File: src/rtl/conv_pkg.sv
// Shared constants, tap bundle and scheduler state type for the conv layer-1/layer-2 pipeline.
package conv_pkg;

  localparam int L1_OUT_W   = 26;
  localparam int L1_OUT_H   = 26;
  localparam int KSIZE      = 3;
  localparam int L1_OUT_NUM = L1_OUT_W * L1_OUT_H;
  localparam int L1_DW      = 8;

  typedef struct packed {
    logic [L1_DW-1:0] data;
    logic [3:0]       idx;
    logic             win_last;
    logic             frame_last;
  } tap_t;

  typedef enum logic [1:0] {
    ST_IDLE  = 2'd0,
    ST_RUN   = 2'd1,
    ST_DRAIN = 2'd2
  } sched_state_e;

endpackage

File: src/rtl/win_addr_gen.sv
// Window/tap counters for the 3x3 raster walk and the matching buffer read address.
module win_addr_gen
  import conv_pkg::*;
#(
  parameter int IMG_W = L1_OUT_W,
  parameter int IMG_H = L1_OUT_H,
  parameter int K     = KSIZE,
  parameter int AW    = 10
) (
  input  logic          clk,
  input  logic          rst,
  input  logic          clr,
  input  logic          adv,
  output logic [AW-1:0] addr,
  output logic [3:0]    idx,
  output logic          win_last,
  output logic          frame_last
);

  localparam int RW = (IMG_H - K + 1 > 1) ? $clog2(IMG_H - K + 1) : 1;
  localparam int CW = (IMG_W - K + 1 > 1) ? $clog2(IMG_W - K + 1) : 1;
  localparam int KW = (K > 1) ? $clog2(K) : 1;

  localparam logic [RW-1:0] WROW_LAST = RW'(IMG_H - K);
  localparam logic [CW-1:0] WCOL_LAST = CW'(IMG_W - K);
  localparam logic [KW-1:0] K_LAST    = KW'(K - 1);

  logic [RW-1:0] wrow_q, wrow_d;
  logic [CW-1:0] wcol_q, wcol_d;
  logic [KW-1:0] ky_q, ky_d;
  logic [KW-1:0] kx_q, kx_d;

  // kx fastest, then ky, then window column, then window row
  always_comb begin
    wrow_d = wrow_q;
    wcol_d = wcol_q;
    ky_d   = ky_q;
    kx_d   = kx_q;
    if (clr) begin
      wrow_d = '0;
      wcol_d = '0;
      ky_d   = '0;
      kx_d   = '0;
    end else if (adv) begin
      if (kx_q != K_LAST) begin
        kx_d = kx_q + KW'(1);
      end else begin
        kx_d = '0;
        if (ky_q != K_LAST) begin
          ky_d = ky_q + KW'(1);
        end else begin
          ky_d = '0;
          if (wcol_q != WCOL_LAST) begin
            wcol_d = wcol_q + CW'(1);
          end else begin
            wcol_d = '0;
            wrow_d = (wrow_q != WROW_LAST) ? wrow_q + RW'(1) : '0;
          end
        end
      end
    end
  end

  always_ff @(posedge clk or negedge rst) begin
    if (!rst) begin
      wrow_q <= '0;
      wcol_q <= '0;
      ky_q   <= '0;
      kx_q   <= '0;
    end else begin
      wrow_q <= wrow_d;
      wcol_q <= wcol_d;
      ky_q   <= ky_d;
      kx_q   <= kx_d;
    end
  end

  logic [AW-1:0] row_sum, col_sum;

  // AW bits hold the full map (max 675) so no wrap occurs
  assign row_sum    = AW'(wrow_q) + AW'(ky_q);
  assign col_sum    = AW'(wcol_q) + AW'(kx_q);
  assign addr       = row_sum * AW'(IMG_W) + col_sum;
  assign idx        = 4'(ky_q) * 4'(K) + 4'(kx_q);
  assign win_last   = (ky_q == K_LAST) && (kx_q == K_LAST);
  assign frame_last = win_last && (wrow_q == WROW_LAST) && (wcol_q == WCOL_LAST);

endmodule

File: src/rtl/layer2_window_sched.sv
// Layer-1 buffer read scheduler: walks all 3x3 windows and streams tagged taps to layer 2.
// Optional stall counter output enabled by defining WIN_SCHED_STALL_CNT_EN.
module layer2_window_sched
  import conv_pkg::*;
#(
  parameter int IMG_W = L1_OUT_W,
  parameter int IMG_H = L1_OUT_H,
  parameter int K     = KSIZE,
  parameter int AW    = 10,
  parameter int DW    = L1_DW
) (
  input  logic          clk,
  input  logic          rst,
  input  logic          wr_complete,
  output logic          rd_en,
  output logic [AW-1:0] rd_addr,
  input  logic [DW-1:0] rd_data,
  output logic          tap_valid,
  input  logic          tap_ready,
  output logic [DW-1:0] tap_data,
  output logic [3:0]    tap_idx,
  output logic          win_last,
  output logic          frame_last,
  output logic          busy,
  output logic          done
`ifdef WIN_SCHED_STALL_CNT_EN
  ,
  output logic [15:0]   stall_cycles
`endif
);

  sched_state_e state_q, state_d;
  logic         armed_q, armed_d;
  logic         busy_q, busy_d;
  logic         done_q, done_d;
  logic [1:0]   occ_q, occ_d;
  logic         inflight_q, inflight_d;
  logic         wr_ptr_q, wr_ptr_d;
  logic         rd_ptr_q, rd_ptr_d;
  logic [5:0]   pend_q, pend_d;
  tap_t         fifo_q [2];
  tap_t         fifo_d [2];

  logic [AW-1:0] gen_addr;
  logic [3:0]    gen_idx;
  logic          gen_win_last;
  logic          gen_frame_last;

  logic start, pop, push, issue_ok;
  tap_t head;

  assign start     = (state_q == ST_IDLE) && wr_complete && armed_q;
  assign tap_valid = (occ_q != 2'd0);
  assign pop       = tap_valid && tap_ready;
  assign push      = inflight_q;
  // A slot freed by this cycle's pop can be refilled by this cycle's read
  assign issue_ok  = (3'(occ_q) + 3'(inflight_q)) < (3'd2 + 3'(pop));
  assign rd_en     = (state_q == ST_RUN) && issue_ok;
  assign rd_addr   = rd_en ? gen_addr : '0;

  win_addr_gen #(
    .IMG_W (IMG_W),
    .IMG_H (IMG_H),
    .K     (K),
    .AW    (AW)
  ) u_addr_gen (
    .clk        (clk),
    .rst        (rst),
    .clr        (start),
    .adv        (rd_en),
    .addr       (gen_addr),
    .idx        (gen_idx),
    .win_last   (gen_win_last),
    .frame_last (gen_frame_last)
  );

  always_comb begin
    state_d    = state_q;
    armed_d    = armed_q;
    done_d     = 1'b0;
    occ_d      = occ_q;
    inflight_d = rd_en;
    wr_ptr_d   = wr_ptr_q;
    rd_ptr_d   = rd_ptr_q;
    pend_d     = pend_q;
    fifo_d     = fifo_q;

    if (!wr_complete) armed_d = 1'b1;

    // Tags travel alongside the read so they meet the data one cycle later
    if (rd_en) pend_d = {gen_idx, gen_win_last, gen_frame_last};

    if (push) begin
      fifo_d[wr_ptr_q] = tap_t'{data: rd_data, idx: pend_q[5:2],
                                win_last: pend_q[1], frame_last: pend_q[0]};
      wr_ptr_d = ~wr_ptr_q;
    end
    if (pop) rd_ptr_d = ~rd_ptr_q;

    case ({push, pop})
      2'b10:   occ_d = occ_q + 2'd1;
      2'b01:   occ_d = occ_q - 2'd1;
      default: occ_d = occ_q;
    endcase

    case (state_q)
      ST_IDLE: begin
        if (start) begin
          state_d = ST_RUN;
          armed_d = 1'b0;
        end
      end
      ST_RUN: begin
        if (rd_en && gen_frame_last) state_d = ST_DRAIN;
      end
      ST_DRAIN: begin
        if ((occ_d == 2'd0) && !inflight_d) begin
          state_d = ST_IDLE;
          done_d  = 1'b1;
        end
      end
      default: state_d = ST_IDLE;
    endcase

    busy_d = (state_d != ST_IDLE);
  end

  always_ff @(posedge clk or negedge rst) begin
    if (!rst) begin
      state_q    <= ST_IDLE;
      armed_q    <= 1'b1;
      busy_q     <= 1'b0;
      done_q     <= 1'b0;
      occ_q      <= '0;
      inflight_q <= 1'b0;
      wr_ptr_q   <= 1'b0;
      rd_ptr_q   <= 1'b0;
      pend_q     <= '0;
      fifo_q[0]  <= '0;
      fifo_q[1]  <= '0;
    end else begin
      state_q    <= state_d;
      armed_q    <= armed_d;
      busy_q     <= busy_d;
      done_q     <= done_d;
      occ_q      <= occ_d;
      inflight_q <= inflight_d;
      wr_ptr_q   <= wr_ptr_d;
      rd_ptr_q   <= rd_ptr_d;
      pend_q     <= pend_d;
      fifo_q[0]  <= fifo_d[0];
      fifo_q[1]  <= fifo_d[1];
    end
  end

  assign head       = fifo_q[rd_ptr_q];
  assign tap_data   = head.data;
  assign tap_idx    = head.idx;
  assign win_last   = head.win_last;
  assign frame_last = head.frame_last;
  assign busy       = busy_q;
  assign done       = done_q;

`ifdef WIN_SCHED_STALL_CNT_EN
  logic [15:0] stall_q, stall_d;

  always_comb begin
    stall_d = stall_q;
    if (start) begin
      stall_d = '0;
    end else if ((state_q != ST_IDLE) && tap_valid && !tap_ready && (stall_q != 16'hFFFF)) begin
      stall_d = stall_q + 16'd1;
    end
  end

  always_ff @(posedge clk or negedge rst) begin
    if (!rst) stall_q <= '0;
    else      stall_q <= stall_d;
  end

  assign stall_cycles = stall_q;
`endif

endmodule

File: config.mk
export PLATFORM = sky130hd
export DESIGN_NAME = layer2_window_sched
export DESIGN_NICKNAME = d
export VERILOG_FILES = /design/src/rtl/conv_pkg.sv /design/src/rtl/win_addr_gen.sv /design/src/rtl/layer2_window_sched.sv
export SDC_FILE = /design/constraint.sdc
export NUM_CORES = 1
export LEC_CHECK = 0
export CORE_MARGIN = 3
export CORE_UTILIZATION = 57
export DETAILED_ROUTE_END_ITERATION = 16
export PLACE_DENSITY = 0.81
export REMOVE_ABC_BUFFERS = 1
export SLEW_MARGIN = 20
export SYNTH_ARGS = -nofsm -noshare
export SYNTH_HDL_FRONTEND = slang
export SYNTH_SLANG_ARGS = --single-unit
File: constraint.sdc
create_clock -name clk -period 6.45 [get_ports clk]
set_clock_uncertainty 0.15 [all_clocks]
set_input_delay 0.9675 -clock clk [delete_from_list [all_inputs] [get_ports clk]]
set_output_delay 0.9675 -clock clk [all_outputs]
set_load 0.1 [all_outputs]
==> metrics.txt <==
# TYPE chip_impl_metric gauge
chip_impl_info{name="outcome",value="finished, final reports clean"} 1
chip_impl_metric{name="rows",unit=""} 28
chip_impl_metric{name="critical_path.n_buffers_inverters",unit=""} 1
chip_impl_metric{name="crit_path_max_incr_delay",unit="ps"} 510
chip_impl_metric{name="dpl.hpwl",unit="mm"} 4.68
chip_impl_metric{name="nets",unit=""} 412
chip_impl_metric{name="design_area",unit="um^2"} 4190
chip_impl_metric{name="layoutNonFillerInstCount",unit=""} 440
chip_impl_metric{name="hold_viol",unit=""} 0
chip_impl_metric{name="critPathArrivalTime",unit="ps"} 4760
chip_impl_metric{name="detail_route.first_pass.iterations",unit=""} 4
chip_impl_metric{name="worst_case_clock_buffer_depth",unit=""} 2
chip_impl_metric{name="route.detailed.vias_per_inst",unit=""} 5.55
chip_impl_info{name="crit_path_cell_trace",value="ha_1, fa_1, xor2_1, ha_1, fa_1, fa_1, ha_1, nand2_1, o21ai_0, nand4_1, or3_1, nand3_1, nor3b_1, buf_4"} 1
chip_impl_metric{name="start_util",unit="%"} 59.6
chip_impl_metric{name="dr_total_vias",unit=""} 2440
chip_impl_metric{name="worst_path_required",unit="ps"} 5330
chip_impl_info{name="setup.worst_path.class",value="reg2out"} 1
chip_impl_metric{name="synth.avg_cell_area",unit="um^2"} 11.2
chip_impl_metric{name="final-setup-viol-count",unit=""} 0
chip_impl_metric{name="first_pass_grt_wire_length",unit="mm"} 11.5
chip_impl_metric{name="maxCapViolations",unit=""} 0
chip_impl_info{name="timing.critical_path.from_type",value="flip-flop"} 1
chip_impl_metric{name="finalCritPeriodShare",unit="%"} 91.2
chip_impl_metric{name="postCtsSetupRepairBufs",unit=""} 0
chip_impl_info{name="critical_path.endpoint_type",value="output pin"} 1
chip_impl_metric{name="cts_buffers",unit=""} 9
chip_impl_metric{name="fmax",unit="MHz"} 170
chip_impl_metric{name="area_grow_syn2layout",unit="%"} 17.4
chip_impl_metric{name="grt_overflow_total",unit=""} 0
chip_impl_metric{name="slew_headroom",unit="%"} 33.4
chip_impl_metric{name="preCtsSetupSlack",unit="ps"} 943
chip_impl_metric{name="wl_per_cell",unit="um"} 14.7
chip_impl_metric{name="layout-drive-gt1-share",unit="%"} 22.5
chip_impl_metric{name="postSynthCellCount",unit=""} 318
chip_impl_info{name="layout_commonest_cell",value="sky130_fd_sc_hd__dfrtp_1"} 1
chip_impl_metric{name="routed_wl",unit="mm"} 6.45
chip_impl_metric{name="die_area",unit="um^2"} 7260
chip_impl_metric{name="initialDrtViolationCount",unit=""} 77
chip_impl_metric{name="synth.distinct_cells",unit=""} 45
chip_impl_info{name="grt_setup_unrepaired",value="no"} 1
chip_impl_metric{name="cts-hold-fix-buffers",unit=""} 0
chip_impl_metric{name="post_cts.resized_instances",unit=""} 0
chip_impl_metric{name="multiInputGateArea",unit="um^2"} 2010
chip_impl_metric{name="final_antenna_net_count",unit=""} 0
chip_impl_metric{name="cts_num_sinks",unit=""} 58
chip_impl_metric{name="io_pins",unit=""} 40
chip_impl_metric{name="cts.reportedPaths.clkPinSlew",unit="ps"} 70
chip_impl_metric{name="gr-usage-all-layers",unit="%"} 20.0
chip_impl_metric{name="timing_worst_slew_pin_value",unit="ps"} 996
chip_impl_metric{name="die_height",unit="um"} 85.2
chip_impl_metric{name="final_critical_path_setup_slack",unit="ps"} 568
chip_impl_metric{name="timing.final.max_slew_violations",unit=""} 0
chip_impl_metric{name="detailed_place.area",unit="um^2"} 4000
chip_impl_metric{name="n_antenna_cell",unit=""} 0
chip_impl_metric{name="path_max_fanout",unit=""} 5
chip_impl_info{name="min_path_type",value="reg2reg"} 1
chip_impl_metric{name="worst_skew_pair_later_pin_latency",unit="ps"} 330
chip_impl_metric{name="number_of_antenna_violations_at_the_first_check_in_global_routing",unit=""} 0
chip_impl_metric{name="floorplan.core_area",unit="um^2"} 5990
chip_impl_info{name="clk_root_buffer_cell",value="sky130_fd_sc_hd__clkbuf_8"} 1
chip_impl_metric{name="first_global_vias",unit=""} 2492
chip_impl_metric{name="grt_start_max_net_pins",unit=""} 59
chip_impl_metric{name="sequential_cell_area",unit="um^2"} 1450
chip_impl_info{name="cts_tree",value="yes"} 1
chip_impl_metric{name="port_buffers",unit=""} 39
chip_impl_metric{name="cts.htree.levels",unit=""} 3
chip_impl_metric{name="final_period_minus_worst_setup_slack",unit="ps"} 5880
chip_impl_metric{name="place.detailed.instances",unit=""} 424
chip_impl_metric{name="remaining_drc_errors",unit=""} 0
chip_impl_info{name="mostFrequentLayoutCells",value="sky130_fd_sc_hd__dfrtp_1 (57), sky130_fd_sc_hd__mux2_2 (44), sky130_fd_sc_hd__clkdlybuf4s50_1 (33)"} 1
chip_impl_metric{name="synth_seq_area_share",unit="%"} 40.7
chip_impl_metric{name="gp_congestion",unit=""} 0.797
chip_impl_metric{name="synth-seq-cells",unit=""} 58
chip_impl_metric{name="filler_cell_count",unit=""} 445
chip_impl_info{name="critical-path-slowest-cell",value="sky130_fd_sc_hd__fa_1"} 1
chip_impl_info{name="path_delay_family",value="adder cells"} 1
chip_impl_metric{name="die_width",unit="um"} 85.2
chip_impl_metric{name="mappedNetlistArea",unit="um^2"} 3570
chip_impl_metric{name="yosys_warnings",unit=""} 0
[worst reg2reg max path, stage by stage (launching register included)]
cell	delay (ps)
sky130_fd_sc_hd__dfrtp_1	430
sky130_fd_sc_hd__ha_1	220
sky130_fd_sc_hd__ha_1	210
sky130_fd_sc_hd__nor3b_4	310
sky130_fd_sc_hd__nand2_1	440
sky130_fd_sc_hd__nor2_1	210
sky130_fd_sc_hd__nand2_1	110
sky130_fd_sc_hd__mux2_2	290
[per-stage QoR]
stage	TNS [ps]	utilization [%]	hold WS [ps]
final	0	70.0	340
after global routing	0	70.0	363
after CTS	0	70.0	341
after detailed placement	0	66.8	328
after global placement	0	66.8	328
after floorplan	-543	-	308
[metal layers]
metal | up-vias | GRT usage [%] | routed length [um]
met3 | 10 | 4.56 | 270
li1 | 1195 | - | -
met5 | - | 0 | 0
met1 | 1197 | 25.9 | 2940
met2 | 38 | 32.6 | 3110
met4 | 0 | 8.35 | 128
[logic make-up (layout without fill, tap and decap cells)]
logic type / Yosys count / after routing / synth area share, %
adder cells (fa/ha/maj): 40 / 40 / 15.7
AND/OR/NAND/NOR: 88 / 88 / 14.0
flip-flops: 58 / 58 / 40.7
multiplexers: 46 / 46 / 14.4
AO/OA/AOI/OAI: 37 / 37 / 6.37
buffers and inverters: 26 / 73 / 3.19
XOR/XNOR: 23 / 23 / 5.64
[worst paths after layout]
path	from	to	slack, ps	cells past startpoint
max in group asynchronous	rst	u_addr_gen.wrow_q[1]$_DFFE_PN0P_	5060	2
min in group asynchronous	rst	fifo_q[4]$_DFFE_PN0P_	620	2
min reg2reg	armed_q$_DFF_PN1_	armed_q$_DFF_PN1_	340	2
max reg2reg	occ_q[0]$_DFF_PN0_	u_addr_gen.ky_q[1]$_DFFE_PN0P_	3950	7
max	u_addr_gen.ky_q[0]$_DFFE_PN0P_	rd_addr[9]	570	14
min	armed_q$_DFF_PN1_	armed_q$_DFF_PN1_	340	2
[synthesized netlist by cell type (all sizes together)]
cell / instances / area share [%]
or2b: 1 / 0.21
nor4: 1 / 0.18
o21ai: 13 / 2.1
mux2: 44 / 14
nand4: 2 / 0.35
or4: 1 / 0.21
and4b: 2 / 0.56
nor3: 3 / 0.74
nand2b: 1 / 0.39
nor2: 22 / 2.3
nor3b: 3 / 0.95
inv: 16 / 1.7
nand3b: 3 / 0.63
dfstp: 1 / 0.74
o21a: 1 / 0.21
or2: 2 / 0.35
clkbuf: 4 / 0.42
and2: 3 / 0.53
o21bai: 1 / 0.21
nand4b: 2 / 0.91
and4: 2 / 0.49
xnor2: 12 / 2.9
nand3: 9 / 1.3
xor2: 11 / 2.7
or3: 2 / 0.35
nand2: 23 / 2.4
nor4b: 1 / 0.25
a21o: 6 / 1.3
buf: 6 / 1.1
a31o: 3 / 0.74
fa: 8 / 4.5
ha: 32 / 11
a21oi: 13 / 1.8
and3: 5 / 0.98
dfrtp: 57 / 40
mux2i: 2 / 0.56
[cell type report]
class | count | area share (%)
clock inverter | 7 | 1.64
timing repair buffer | 41 | 9.25
clock buffer | 9 | 2.95
inverter | 16 | 1.43
multi-input combinational | 234 | 47.9
tap | 75 | 2.24
sequential | 58 | 34.6
[state kept, by name, indices dropped and copies added (netlist names)]
signal	cells
armed_q	1
pend_q	6
busy	1
u_addr_gen.kx_q	2
rd_ptr_q	1
u_addr_gen.wrow_q	5
u_addr_gen.wcol_q	5
occ_q	2
fifo_q	28
u_addr_gen.ky_q	2
wr_ptr_q	1
inflight_q	1
done	1
state_q	2
Power is left out: the tool's default activity adds up to more than one toggle a clock period on the data nets, which glitch-free logic cannot reach.
==> RTL edit 1 (same settings) <==
Encoding of `sched_state_e`: now one-hot (3 bits for 3 states).
--- a/src/rtl/conv_pkg.sv
+++ b/src/rtl/conv_pkg.sv
@@ -15,8 +15,8 @@
   } tap_t;
 
-  typedef enum logic [1:0] {
-    ST_IDLE  = 2'd0,
-    ST_RUN   = 2'd1,
-    ST_DRAIN = 2'd2
+  typedef enum logic [2:0] {
+    ST_IDLE  = 3'b001,
+    ST_RUN   = 3'b010,
+    ST_DRAIN = 3'b100
   } sched_state_e;
 
Function: same outputs for any inputs over 10 cycles, from zero or initial values and one cycle with rst low; not proved beyond that.
==> RTL edit 1 against the original RTL <==
Via count up 0.74%; count of clock-buffer cells in the layout grew 1; sequential share of layout area grew 0.86 points; highest routed layer unchanged; wire length down 1.1%; utilization down 0.46 points; sequential cell count up 1; cell area shrank 0.66%; synthesized area decreased by 0.46%; critical endpoint unchanged; setup slack worse by 0.14 ns.
==> RTL edit 1: results (changes against the original RTL) <==
stage	metric	value	unit	change
final_layout	Largest register FFs	28		unchanged
placed_design	Final GP Congestion	0.794		-0.38%
clock_tree	CTS resizes	0		unchanged
clock_tree	Clk pin slew, worst setup/hold paths	0.07	ns	about the same
clock_tree	clk buf depth	2		unchanged
route	Iter 0 DRT Violations	93		+21%
critical_path	critical-path maximum fanout	5		unchanged
synthesis	Synth area leader	dfrtp_1		
hold_path	hold crit path type	register to register		
clock_tree	Post-CTS Setup Inserts	0		unchanged
synthesis	sequential fraction of the synthesis area	0.416		+0.00925
power	Psw	0.000772	W	
synthesis	unique cell type count in the Yosys netlist	38		-16%
global_route	GRT Util Overall	0.192		-0.00872
sta	slew margin rel.	0.346		+0.0117
placed_design	placed cell area	4000	µm²	about the same
power	Lkg Pwr	2.09	nW	
synthesis	ys async rst share	1.00		unchanged
placed_design	DP HPWL	4650	µm	-0.70%
global_route	global-route wire length before repair	11000	µm	-3.7%
final_layout	FILL cells	447		+0.45%
global_route	pin count of the biggest net entering global routing	60		+1.7%
route	via/cell ratio	5.51		-0.62%
outcome	status	finished clean		
route	drt first pass iters	4		unchanged
synthesis	leading post-synthesis cells by cell area	dfrtp_1 40%, mux2_2 14%, ha_1 11%, fa_1 4.5%, xnor2_1 3.0%		
power	Peak VDD IR	0.494	mV	
global_route	antenna violations before repair	0		unchanged
final_layout	top flop regs	fifo_q: 28 flops, pend_q: 6 flops		
synthesis	Top FF cell, synth	dfrtp_1		
final_layout	nets	418		+1.5%
route	average routed wire per standard cell	14.3	µm	-2.4%
final_layout	antenna cells	0		unchanged
clock_tree	total CTS buffers	9		unchanged
clock_tree	CTS root buf	clkbuf_8		
synthesis	most frequent cells after synthesis	57 x dfrtp_1, 44 x mux2_2, 32 x ha_1, 26 x nand2_1, 23 x nor2_1		
synthesis	EDFF count, synth	0		unchanged
global_route	number of global-route vias before repair	2476		-0.64%
final_layout	share of cells above drive strength 1	0.194		-0.0306
critical_path	CP Data Arrival Time	4.90	ns	+0.14 ns
synthesis	yosys warns	0		unchanged
clock_tree	insertion delay to the later sink of the worst-skew pair	0.34	ns	
placed_design	worst slack, placed	0.823	ns	-0.120 ns
placed_design	port bufs	39		unchanged
clock_tree	Max H-tree Level	3		unchanged
RTL edit 1: cell count changes in the layout (fill, tap and decap cells not counted), moves of 2 or more:
cell,before,now
nand2_1,23,26
nand4b_1,1,3
a31o_2,3,0
or4b_1,0,2
nand3_1,9,7
o21ai_0,11,15
and3_1,2,5
o22ai_1,0,2
and4b_1,2,0
and3_2,3,0
RTL edit 1: cell type report:
class	count	area share
well taps	75	0.0225
multi-input cells	238	0.474
flip-flops and latches	59	0.355
repair buffers	41	0.0925
clock buffers	10	0.0306
inverters	17	0.0153
clock inverters	6	0.00991
RTL edit 1: power by group through the flow:
stage               logic (W)  clock network [W]  registers, W
floorplan            0.000618                  0      0.000557
global placement     0.000775                  0      0.000558
detailed placement   0.000785                  0      0.000566
CTS                  0.000787           0.000299      0.000558
global route         0.000820           0.000314      0.000572
finish               0.000781           0.000293      0.000557
RTL edit 1: path summary, 6_finish.rpt:
check,start,endpoint,slack (ns),depth (start not counted)
max in group asynchronous,rst,fifo_q[27],5.04,2
min in group asynchronous,rst,fifo_q[12],0.61,2
worst min register to register,armed_q,armed_q,0.34,2
worst max register to register,occ_q[0],u_addr_gen.ky_q[0],3.65,6
worst max-delay path,u_addr_gen.ky_q[0],rd_addr[9],0.43,14
worst min-delay path,armed_q,armed_q,0.34,2
RTL edit 1: stage by stage:
step | cells | total power (W) | TNS [ns] | utilization
finish | 446 | 0.00163 | 0 | 0.695
detailed placement | 430 | 0.00135 | 0 | 0.667
global placement | 430 | 0.00133 | 0 | 0.667
floorplan | 314 | 0.00117 | -0.614 | -
CTS | 446 | 0.00164 | 0 | 0.695
global route | 446 | 0.00171 | 0 | 0.695
RTL edit 1: worst max-delay path, stage by stage (launching register included):
cell and delay (ns):
dfrtp_1 0.44, ha_1 0.26, fa_1 0.49, xor2_1 0.17, ha_1 0.32, fa_1 0.52, fa_1 0.51, ha_1 0.35
nand2_1 0.07, o21ai_0 0.24, nand4_1 0.17, or3_1 0.41, nand3_1 0.10, nor3b_1 0.18, buf_4 0.33
RTL edit 1: routing by layer:
layer,up-vias,share of wire,track usage
met2,53,0.47,0.314
met5,-,0,0
met3,6,0.046,0.0563
met1,1188,0.47,0.250
li1,1211,-,-
met4,0,0.010,0.0518
RTL edit 1: cell families after synthesis:
group	share of synthesized area
muxes	0.145
AOI/OAI and AO/OA	0.0689
buffers and inverters	0.0288
and+or+nand+nor	0.127
xor gates and xnor gates	0.0566
DFF	0.416
adders and majority gates	0.158
==> RTL edit 2 (same settings) <==
Made on the original files. Set the package constant `KSIZE` to 6 (it was 3).
--- a/src/rtl/conv_pkg.sv
+++ b/src/rtl/conv_pkg.sv
@@ -4,5 +4,5 @@
   localparam int L1_OUT_W   = 26;
   localparam int L1_OUT_H   = 26;
-  localparam int KSIZE      = 3;
+  localparam int KSIZE      = 6;
   localparam int L1_OUT_NUM = L1_OUT_W * L1_OUT_H;
   localparam int L1_DW      = 8;
Formal check against the unedited RTL: not equivalent (a bounded check fails within 10 cycles, from zero or initial values and one cycle with rst low).
==> RTL edit 2 against the original RTL <==
Worst hold slack worse by 0.0052 ns; wire length grew 7.9%; fmax hardly changed; cell area up 3.5%; sequential share of layout area barely moved; utilization is 1.2 points higher; setup slack worse by 0.00074 ns; synthesized cell count is 11% higher; synthesized area grew 3.7%; global-route usage rose by 0.38 points; sequential cell count increased by 2; highest routed layer unchanged.
Power is not shown: default switching activity piles up to over one toggle a cycle in this logic, so the estimate is an artifact.
==> RTL edit 2: results (changes against the original RTL) <==
stage	metric	value	unit	change
outcome	status	finished clean		
global_route	pin count of the biggest net entering global routing	61		+3.4%
clock_tree	Clk pin slew, worst setup/hold paths	0.07	ns	about the same
route	average routed wire per standard cell	14.7	µm	+0.34%
critical_path	cell family with the largest share of critical-path delay	adder cells		
global_route	global-route wire length before repair	12100	µm	+5.9%
hold_path	hold crit path type	register to register		
placed_design	Final GP Congestion	0.850		+6.8%
critical_path	CP Data Arrival Time	4.76	ns	about the same
synthesis	Post-Synthesis Cells	352		+11%
placed_design	port bufs	39		unchanged
critical_path	Worst R2R Start	occ_q[0]		
final_layout	top flop regs	fifo_q: 28 flops, pend_q: 6 flops		
critical_path	crit-path max cell delay	0.48	ns	-0.03 ns
synthesis	yosys warns	0		unchanged
clock_tree	insertion delay to the later sink of the worst-skew pair	0.34	ns	
clock_tree	clk buf depth	2		unchanged
placed_design	placed cell area	4150	µm²	+3.6%
clock_tree	Max H-tree Level	3		unchanged
sta	slew margin rel.	0.346		+0.0116
critical_path	Critical Path End	rd_addr[9]		
synthesis	sequential fraction of the synthesis area	0.406		-0.000906
critical_path	cell mode on critical path	ha_1		
route	via/cell ratio	5.63		+1.5%
synthesis	ys async rst share	1.00		unchanged
clock_tree	CTS root buf	clkbuf_8		
sta	fin crit share	0.912		about the same
critical_path	crit path launch type	register		
route	Iter 0 DRT Violations	122		+58%
synthesis	most frequent cells after synthesis	59 x dfrtp_1, 42 x mux2_2, 33 x ha_1, 32 x nand2_1, 25 x a21oi_1		
final_layout	share of cells above drive strength 1	0.183		-0.0412
critical_path	worst reg2reg setup slack	3.52	ns	-0.43 ns
final_layout	nets	444		+7.8%
placed_design	DP HPWL	5210	µm	+11%
global_route	number of global-route vias before repair	2759		+11%
clock_tree	CTS resizes	0		unchanged
hold_path	hold_sp	armed_q		
critical_path	reg-to-reg endpoint	u_addr_gen.wrow_q[3]		
final_layout	antenna cells	0		unchanged
critical_path	critical-path maximum fanout	6		+1
placed_design	post-placement cell count	457		+7.8%
global_route	GRT Util Overall	0.204		+0.00381
global_route	antenna violations before repair	0		unchanged
placed_design	worst slack, placed	0.926	ns	-0.0177 ns
route	via count	2663		+9.1%
critical_path	Slowest-stage cell, CP	fa_1		
clock_tree	Post-CTS Setup Inserts	0		unchanged
synthesis	Top FF cell, synth	dfrtp_1		
synthesis	leading post-synthesis cells by cell area	dfrtp_1 40%, mux2_2 13%, ha_1 11%, xnor2_1 4.0%, a21oi_1 3.4%		
synthesis	unique cell type count in the Yosys netlist	47		+4.4%
## RTL edit 2: worst reg2reg max path, delay by kind of cell, from the launching register on
family,cells,cell delay [ns]
adder cells (fa/ha/maj),2,0.43
flip-flops,1,0.45
AND/OR/NAND/NOR,4,1.68
AO/OA/AOI/OAI,1,0.15
## RTL edit 2: kinds of logic (layout without fill, tap and decap cells)
| group | Yosys count | in the layout | share of synthesized area |
|---|---|---|---|
| multiplexers | 43 | 43 | 0.130 |
| XOR/XNOR | 28 | 28 | 0.0662 |
| AND/OR/NAND/NOR | 98 | 98 | 0.136 |
| adder cells (fa/ha/maj) | 39 | 39 | 0.144 |
| buffers and inverters | 29 | 75 | 0.0304 |
| flip-flops | 60 | 60 | 0.406 |
| AO/OA/AOI/OAI | 55 | 55 | 0.0875 |
## RTL edit 2: metal layers
metal	track usage	vias to the layer above	routed length (µm)
met5	0	-	0
met1	0.239	1291	2990
li1	-	1314	-
met3	0.0523	12	294
met2	0.362	46	3580
met4	0.0708	0	94
## RTL edit 2: area by class of cell
class	count	area, µm²
Tap cell	75	93.8
Clock buffer	12	145
Fill cell	486	1760
Timing Repair Buffer	42	395
Inverter	17	63.8
Multi-Input combinational cell	263	2090
Clock inverter	4	50.0
Sequential cell	60	1500
## RTL edit 2: how the worst min path moves through the flow
stage	endpoint	slack, ns	cells after the start
CTS	armed_q	0.33	2
detailed placement	armed_q	0.32	2
global route	fifo_q[24]	0.37	1
floorplan	armed_q	0.31	2
finish	armed_q	0.33	2
global placement	armed_q	0.32	2
